File: config.mk
export PLATFORM = sky130hd
export DESIGN_NAME = servo_pwm_bank_flat
export DESIGN_NICKNAME = d
export VERILOG_FILES = /design/src/rtl/servo_pwm_bank_if.sv /design/src/rtl/servo_pwm_bank.sv /design/src/flat_wrapper.sv
export SDC_FILE = /design/constraint.sdc
export NUM_CORES = 1
export LEC_CHECK = 0
export CAP_MARGIN = 15
export CORE_MARGIN = 4
export CORE_UTILIZATION = 53
export DETAILED_ROUTE_END_ITERATION = 12
export PLACE_DENSITY = 0.77
export SKIP_LAST_GASP = 1
export SLEW_MARGIN = 0
export SYNTH_ARGS = -nofsm -noshare
export SYNTH_HDL_FRONTEND = slang
export SYNTH_SLANG_ARGS = --single-unit
File: constraint.sdc
create_clock -name clk -period 7.3 [get_ports clk]
set_clock_uncertainty 0.05 [all_clocks]
set_input_delay 0.73 -clock clk [delete_from_list [all_inputs] [get_ports clk]]
set_output_delay 0.73 -clock clk [all_outputs]
set_load 0.02 [all_outputs]
File: src/rtl/servo_pwm_bank_if.sv
// Bus bundle for servo_pwm_bank: run request, duty write port and pulse/status outputs.
interface servo_pwm_bank_if #(
    parameter int unsigned NCH  = 5,
    parameter int unsigned DBIT = 20
);
    logic                en;
    logic [NCH*DBIT-1:0] duty_in;
    logic [NCH-1:0]      duty_wr;
    logic [NCH-1:0]      pwm_out;
    logic                frame_start;
    logic                busy;

    modport master (
        output en, duty_in, duty_wr,
        input  pwm_out, frame_start, busy
    );

    modport slave (
        input  en, duty_in, duty_wr,
        output pwm_out, frame_start, busy
    );
endinterface

File: src/rtl/servo_pwm_bank.sv
// Multi-channel servo PWM: one shared frame counter, per-channel shadow/active duty.
// Optional feature macro SLEW_LIMIT_EN limits per-frame duty change to SLEW_STEP.
module servo_pwm_bank #(
    parameter int unsigned NCH       = 5,
    parameter int unsigned PERIOD    = 1000000,
    parameter int unsigned PBIT      = 20,
    parameter int unsigned DBIT      = 20,
    parameter int unsigned DMIN      = 50000,
    parameter int unsigned DMAX      = 100000,
    parameter int unsigned SLEW_STEP = 1000
) (
    input logic              clk,
    input logic              reset,
    servo_pwm_bank_if.slave  bus
);

    localparam int unsigned     CW      = (PBIT > DBIT) ? PBIT : DBIT;
    localparam logic [PBIT-1:0] LastCnt = PBIT'(PERIOD - 1);
    localparam logic [DBIT-1:0] DMinW   = DBIT'(DMIN);
    localparam logic [DBIT-1:0] DMaxW   = DBIT'(DMAX);
    localparam logic [DBIT-1:0] Neutral = DBIT'((DMIN + DMAX) / 2);

    typedef enum logic [0:0] {StIdle, StRun} state_e;

    state_e          state_q, state_d;
    logic [PBIT-1:0] cnt_q, cnt_d;
    logic [NCH-1:0]  pwm_q, pwm_d;
    logic            fs_q, fs_d;
    logic            busy_q, busy_d;
    logic [DBIT-1:0] shadow_q [NCH];
    logic [DBIT-1:0] shadow_d [NCH];
    logic [DBIT-1:0] act_q    [NCH];
    logic [DBIT-1:0] act_d    [NCH];
    logic            load;

    function automatic logic [DBIT-1:0] clamp_duty(logic [DBIT-1:0] x);
        if (x < DMinW) return DMinW;
        if (x > DMaxW) return DMaxW;
        return x;
    endfunction

`ifdef SLEW_LIMIT_EN
    localparam logic [DBIT-1:0] Step = DBIT'(SLEW_STEP);

    function automatic logic [DBIT-1:0] slew_toward(logic [DBIT-1:0] tgt, logic [DBIT-1:0] cur);
        if (tgt > cur) return (tgt - cur <= Step) ? tgt : cur + Step;
        return (cur - tgt <= Step) ? tgt : cur - Step;
    endfunction
`endif

    always_comb begin
        state_d = state_q;
        cnt_d   = cnt_q;
        load    = 1'b0;
        fs_d    = 1'b0;
        pwm_d   = '0;
        act_d   = act_q;
        for (int i = 0; i < NCH; i++) begin
            shadow_d[i] = bus.duty_wr[i] ? clamp_duty(bus.duty_in[i*DBIT +: DBIT]) : shadow_q[i];
        end

        unique case (state_q)
            StIdle: begin
                if (bus.en) begin
                    state_d = StRun;
                    cnt_d   = '0;
                    load    = 1'b1;
                end
            end
            StRun: begin
                if (cnt_q == LastCnt) begin
                    cnt_d = '0;
                    if (bus.en) load = 1'b1;
                    else        state_d = StIdle;
                end else begin
                    cnt_d = cnt_q + 1'b1;
                end
            end
            default: state_d = StIdle;
        endcase

        // Frame-start load sees the pre-write shadow; a same-cycle write waits a frame.
        if (load) begin
            fs_d = 1'b1;
            for (int i = 0; i < NCH; i++) begin
`ifdef SLEW_LIMIT_EN
                act_d[i] = slew_toward(shadow_q[i], act_q[i]);
`else
                act_d[i] = shadow_q[i];
`endif
            end
        end

        busy_d = (state_d == StRun);
        if (state_d == StRun) begin
            for (int i = 0; i < NCH; i++) begin
                pwm_d[i] = CW'(cnt_d) < CW'(act_d[i]);
            end
        end
    end

    always_ff @(posedge clk or posedge reset) begin
        if (reset) begin
            state_q <= StIdle;
            cnt_q   <= '0;
            pwm_q   <= '0;
            fs_q    <= 1'b0;
            busy_q  <= 1'b0;
            for (int i = 0; i < NCH; i++) begin
                shadow_q[i] <= Neutral;
                act_q[i]    <= Neutral;
            end
        end else begin
            state_q  <= state_d;
            cnt_q    <= cnt_d;
            pwm_q    <= pwm_d;
            fs_q     <= fs_d;
            busy_q   <= busy_d;
            shadow_q <= shadow_d;
            act_q    <= act_d;
        end
    end

    assign bus.pwm_out     = pwm_q;
    assign bus.frame_start = fs_q;
    assign bus.busy        = busy_q;

`ifndef SYNTHESIS
    // Slew step must also fit the duty width since it is added to act_duty.
    localparam bit ParamsOk = (DMIN <= DMAX) && (DMAX < PERIOD) &&
                              (64'(PERIOD) <= (64'(1) << PBIT) - 64'(1)) &&
                              (64'(DMAX) < (64'(1) << DBIT)) &&
                              (64'(SLEW_STEP) < (64'(1) << DBIT));
    assert property (@(posedge clk) ParamsOk);
`endif

endmodule

File: src/flat_wrapper.sv
// flat-port wrapper written by rule: the top's interface ports become plain ports
module servo_pwm_bank_flat 
#(
    parameter int unsigned NCH       = 5,
    parameter int unsigned PERIOD    = 1000000,
    parameter int unsigned PBIT      = 20,
    parameter int unsigned DBIT      = 20,
    parameter int unsigned DMIN      = 50000,
    parameter int unsigned DMAX      = 100000,
    parameter int unsigned SLEW_STEP = 1000
)
  (clk, reset, bus_en, bus_duty_in, bus_duty_wr, bus_pwm_out, bus_frame_start, bus_busy);
  servo_pwm_bank_if #(.NCH(NCH), .DBIT(DBIT)) bus_i ();
  input logic clk;
  input logic reset;
  input wire logic [$bits(bus_i.en)-1:0] bus_en;
  input wire logic [$bits(bus_i.duty_in)-1:0] bus_duty_in;
  input wire logic [$bits(bus_i.duty_wr)-1:0] bus_duty_wr;
  output wire logic [$bits(bus_i.pwm_out)-1:0] bus_pwm_out;
  output wire logic [$bits(bus_i.frame_start)-1:0] bus_frame_start;
  output wire logic [$bits(bus_i.busy)-1:0] bus_busy;
  assign bus_i.en = bus_en;
  assign bus_i.duty_in = bus_duty_in;
  assign bus_i.duty_wr = bus_duty_wr;
  assign bus_pwm_out = bus_i.pwm_out;
  assign bus_frame_start = bus_i.frame_start;
  assign bus_busy = bus_i.busy;
  servo_pwm_bank #(.NCH(NCH), .PERIOD(PERIOD), .PBIT(PBIT), .DBIT(DBIT), .DMIN(DMIN), .DMAX(DMAX), .SLEW_STEP(SLEW_STEP)) u_core (.clk(clk), .reset(reset), .bus(bus_i));
endmodule
### Word level (Yosys, flattened, before mapping)

Index checks and enable logic that the tools add are counted.

* add/subtract/negate cells: 1
* multipliers: 0
* div/mod/pow operators: 0
* magnitude comparators: 15
* eq/ne operators: 1
* shift operators: 0
* muxes and demuxes: 46
* bitwise operators: 1
* reductions and logical operators: 0

Operator list (count)
* $mux 20: 22
* $gt 20x17->1 const B: 5
* $lt 20x16->1 const B: 5
* $lt 20x20->1: 5
* $mux 100: 1
* $pmux 20 s2: 1
* $add 20x1->20 const B: 1
* $eq 20x20->1 const B: 1
* $mux 1: 19
* $mux 5: 1
* $pmux 1 s2: 2
* $not 1->1: 1

* flip-flop bits (word level): 227
* bits in latches: 0
* RAM bits: 0
* ROM bits: 0
* input port bits: 108
* output and inout bits: 7
* memories: 0

### Longest topological paths before layout

* depth in word-level cells: 6
* mapped depth: 15

### Worst setup path before layout

Ideal clock, no wire load.

* path type: flip-flop to flip-flop
* from: register u_core.cnt_q[6]
* to: register u_core.pwm_q[2], in the netlist u_core.bus.pwm_out[2]
* arrival: 3.507 ns
* data required time: 7.146 ns
* slack: 3.639 ns
* stages on the path, launching flop included: 14
* path buffers: 2
* path through: dfrtp_1 -> or4_1 -> or4_1 -> buf_2 -> o21a_1 -> clkbuf_1 -> a21oi_1 -> o21ai_0 -> ha_1 -> a21o_1 -> a21o_1 -> a21oi_1 -> o21ai_0 -> a221oi_1

* elaborated cells on any way between the ends: 12
* those cells by class: add/sub (1); order compare (1); eq/ne (1); mux (9)

RTL lines
* from (decl): RTL line servo_pwm_bank.sv:26 `logic [PBIT-1:0] cnt_q, cnt_d;`
* from (signal assigned): RTL line servo_pwm_bank.sv:115 `cnt_q <= cnt_d;`
* $add 20x1->20 or $eq 20x20->1 (tied branches): RTL line servo_pwm_bank.sv:76, servo_pwm_bank.sv:71
* $mux 20 (*): RTL line servo_pwm_bank.sv:71 `if (cnt_q == LastCnt) begin`
* $pmux 20 s2 (*): RTL line servo_pwm_bank.sv:62 `unique case (state_q)`
* net u_core.cnt_d[9]: RTL line servo_pwm_bank.sv:26
* $lt 20x20->1 (*): RTL line servo_pwm_bank.sv:97 `pwm_d[i] = CW'(cnt_d) < CW'(act_d[i]);`
* $mux 5 (*): RTL line servo_pwm_bank.sv:95 `if (state_d == StRun) begin`
* net u_core.pwm_d[2]: RTL line servo_pwm_bank.sv:27 `logic [NCH-1:0] pwm_q, pwm_d;`
* to (signal assigned): RTL line servo_pwm_bank.sv:116 `pwm_q <= pwm_d;`
* to (decl): RTL line servo_pwm_bank.sv:27

Mark *: on every way through the listed nets, which the timed path passes. The rest lies on a longest branch.
A chain may end at the register's enable or synchronous reset.

### Worst setup path after layout

* from: register u_core.cnt_q[6]
* to: register u_core.pwm_q[3], in the netlist u_core.bus.pwm_out[3]

* cells in the longest elaborated chain, start to end: 6
* elaborated cells on any way between the ends: 12
* those cells by class: add/sub (1); order compare (1); eq/ne (1); mux (9)

RTL lines (RTL line)
* branches (longest 5 deep; another with $add 20x1->20)
* $mux 5 (*): servo_pwm_bank.sv:95
* net u_core.pwm_d[3]: servo_pwm_bank.sv:27

Mark *: on every way through the listed nets, which the timed path passes.

==> metrics.md <==
| Metric | Value |
|---|---|
| Status | complete, no violations |
| DRC Markers | 0 |
| Worst r2r src | u_core.cnt_q[6] |
| DR pass1 iterations | 5 |
| Placer congestion estimate | 0.9149 |
| Worst hold endpoint | u_core.act_q[49] |
| Reg2reg setup slack | 1660 ps |
| Setup bufs post-CTS | 0 |
| Post-DR vias/cell | 6.175 |
| Fmax | 177.2 MHz |
| Final-report setup violation count | 0 |
| Syn Nets | 1344 |
| Met3 Routed Length | 1.569 mm |
| Gate Count Post-Synth | 1140 |
| CTS Hold Bufs | 0 |
| Final HPWL DP | 21.79 mm |
| Clk sinks | 227 |
| Initial DRC count | 632 |
| Post-cts resize count | 0 |
| CP max-delay cell | inv_2 |
| Reg-to-reg critical path endpoint | u_core.bus.pwm_out[3] |
| Wire length on met1 | 13.99 mm |
| Die W | 165.0 um |
| Final hold vios | 0 |
| WL/cell | 19.92 um |
| Share of post-route cells with drive strength above 1 | 0.1909 |
| Setup TNS | 0 ps |
| Dpl ws | 1900 ps |
| Largest cells by area after synthesis | dfrtp_1, dfstp_2, ha_1, mux2_4, mux2i_1 |
| Clock Tree Buf Depth | 3 |
| CP Class | reg2reg |
| Worst hold path class | reg2reg |
| CTS Root Cell | clkbuf_16 |
| Most frequent cell after synthesis | dfrtp_1 |
| Crit start category | register |
| Crit path cell chain | or4_1, or4_1, o21ai_4, nand2_8, inv_2, mux2i_1, ha_1, nand4_1, nor4_1, a221oi_1, o211ai_1, a221oi_1 |
| HP Start | u_core.act_q[49] |
| Cell variety after synth | 53 |
| Vias | 9763 |
| Post-synth top area cell | dfrtp_1 |
| Top cell type's share of synthesized area | 0.2817 |
| Post-synth top cells | dfrtp_1, ha_1, mux2i_1 |
| Fillers | 1938 |
| Max-slew headroom | 0.1115 |
| Prevailing post-synth register cell | dfrtp_1 |
| Die H | 165.0 um |
| Hold depth | 1 |
| Final slew viol count | 0 |
| Critical-path maximum fanout | 106 |
| Io pins | 115 |
| Worst EP arrival | 5990 ps |
| Post-synth EDFFs | 0 |
| Vias in the first global route | 9847 |
| FFs w/ async S/R, synth | 1.000 |
| Inserted Clock Buffers | 26 |
| Synth warnings | 0 |
| Area after detailed placement | 14380 um2 |
| CTS H-Tree Depth | 1 |
| Layout area overhead | 16.38% |
| FF-to-FF path depth | 12 |
| Maximum VDD drop | 0.1460 mV |
| Slowest stage delay, CP | 840 ps |
| Row count | 57 |
| Register area share after synthesis | 0.4426 |
| Worst-Skew Late Latency | 540 ps |
| Overall Power | 2.792 mW |
| Cell Area, Synth | 13060 um2 |
| NumNets Final | 1441 |
| Unrepaired setup endpoints after global routing | no |
| Seq cells post-synth | 227 |
| Core Region | 24250 um2 |
| GRT Total Usage | 0.2326 |
| CP Capture Type | register |
| Port bufs | 114 |
| Multi-input gate area | 6882 um2 |
| First-pass GRT wire length | 51.05 mm |
| Initial antenna violation count | 0 |
| Initial Utilization | 0.5386 |
| Syn Area/Cell | 11.46 um2 |
| Max-cap violations | 0 |
| Final wirelength | 31.49 mm |
| Pin count of the biggest net entering global routing | 144 |
| PD cells | 183.7 nW/um2 |
| CTS clock-pin slew for the worst setup and hold paths | 60 ps |
| TritonCTS clock tree | built |
| Final worst slack | 1657 ps |
| Critical Path RT | 7640 ps |
| Met2 wire len | 14.80 mm |
| Antenna diode count | 0 |
| Top sig layer | met4 |
| GR Overflow Total | 0 |
| Non-Filler Cell Area, Final | 15200 um2 |
| Routed Antenna Nets | 0 |
| Period utilization | 0.7730 |
| DIE AREA | 27220 um2 |
| Register area | 5781 um2 |
| Slew at the pin closest to its max-slew limit | 1296 ps |
| Pleak | 7.205 nW |
| Fin crit period | 5643 ps |
[worst max-delay path, delay by kind of cell, from the launching register on]
family          cells  cell delay (ps)
fa+ha+maj           1              270
flops               1              440
mux                 1              260
simple gates        5             2040
buf+inv             1              840
compound gates      4             1350
[where the power goes]
part	internal (mW)	leakage [nW]	total, mW	switching, mW
registers	1.31	2.78	1.33	0.0256
clock network	0.737	0.403	1.25	0.512
logic	0.0995	4.02	0.210	0.110
[logic make-up (layout without fill, tap and decap cells)]
group	after synthesis	after routing	share of synthesized area
mux	171	171	0.1574
flops	227	227	0.4426
xor+xnor	1	1	0.0006707
fa+ha+maj	96	96	0.09197
simple gates	261	261	0.1072
compound gates	302	302	0.1686
buf+inv	82	199	0.03152
[sequential cells by signal (all words and copies together) (netlist names)]
register / cells
u_core.act_q: 100
u_core.state_q: 1
u_core.cnt_q: 20
u_core.bus.frame_start: 1
u_core.shadow_q: 100
u_core.bus.pwm_out: 5
[metrics by stage]
step           hold slack (ps)  utilization  instances
3_3_place_gp             436.1       0.5929       1533
3_5_place_dp             444.3       0.5929       1533
6_report                 455.8       0.6268       1581
2_1_floorplan            421.4            -       1140
4_1_cts                  457.2       0.6268       1581
5_1_grt                  463.0       0.6268       1581
[layout make-up]
type / count / share of cell area
inverters: 31 / 0.008149
flip-flops and latches: 227 / 0.3803
multi-input cells: 831 / 0.4527
clock inverters: 7 / 0.004939
clock buffers: 41 / 0.04914
well taps: 324 / 0.02667
repair buffers: 120 / 0.07804
[layer usage]
metal | up-vias | track usage
met5 | - | 0
met4 | 0 | 0.07977
met3 | 83 | 0.03244
met2 | 273 | 0.3789
met1 | 4839 | 0.3210
li1 | 4568 | -
[placed cells by master (no fill, tap or decap), drive strengths merged, types with 5 or more instances in the layout]
cell / Yosys / final
dfstp: 80 / 80
a221oi: 10 / 10
o221ai: 15 / 15
nor3b: 6 / 6
nand3: 18 / 18
o21bai: 14 / 14
nor4: 14 / 14
nand2: 36 / 36
dfrtp: 147 / 147
and2: 6 / 6
nand2b: 15 / 15
buf: 25 / 6
nor2b: 20 / 20
a21oi: 66 / 66
nor2: 50 / 50
o211ai: 15 / 15
nand4: 24 / 24
clkinv: 4 / 10
or4: 8 / 8
or2: 11 / 11
o221a: 14 / 14
a211oi: 7 / 7
and3: 11 / 11
o21ai: 45 / 45
a32o: 35 / 35
inv: 27 / 27
a221o: 5 / 5
o21a: 12 / 12
clkbuf: 26 / 41
nor3: 23 / 23
or3: 14 / 14
ha: 96 / 96
mux2: 86 / 86
mux2i: 85 / 85
a21o: 45 / 45
clkdlybuf4s50: 0 / 114
[worst max path at each step]
stage	from	end	slack, ps	cells past startpoint
global route	u_core.cnt_q[6]	u_core.bus.pwm_out[3]	1470	12
detailed placement	u_core.cnt_q[6]	u_core.bus.pwm_out[3]	1900	12
floorplan	reset	u_core.act_q[0]	430	1
CTS	u_core.cnt_q[6]	u_core.bus.pwm_out[3]	1860	12
finish	u_core.cnt_q[6]	u_core.bus.pwm_out[3]	1660	12
global placement	u_core.cnt_q[6]	u_core.bus.pwm_out[3]	2150	12
Note: power is estimated with default switching activity, not from simulation.
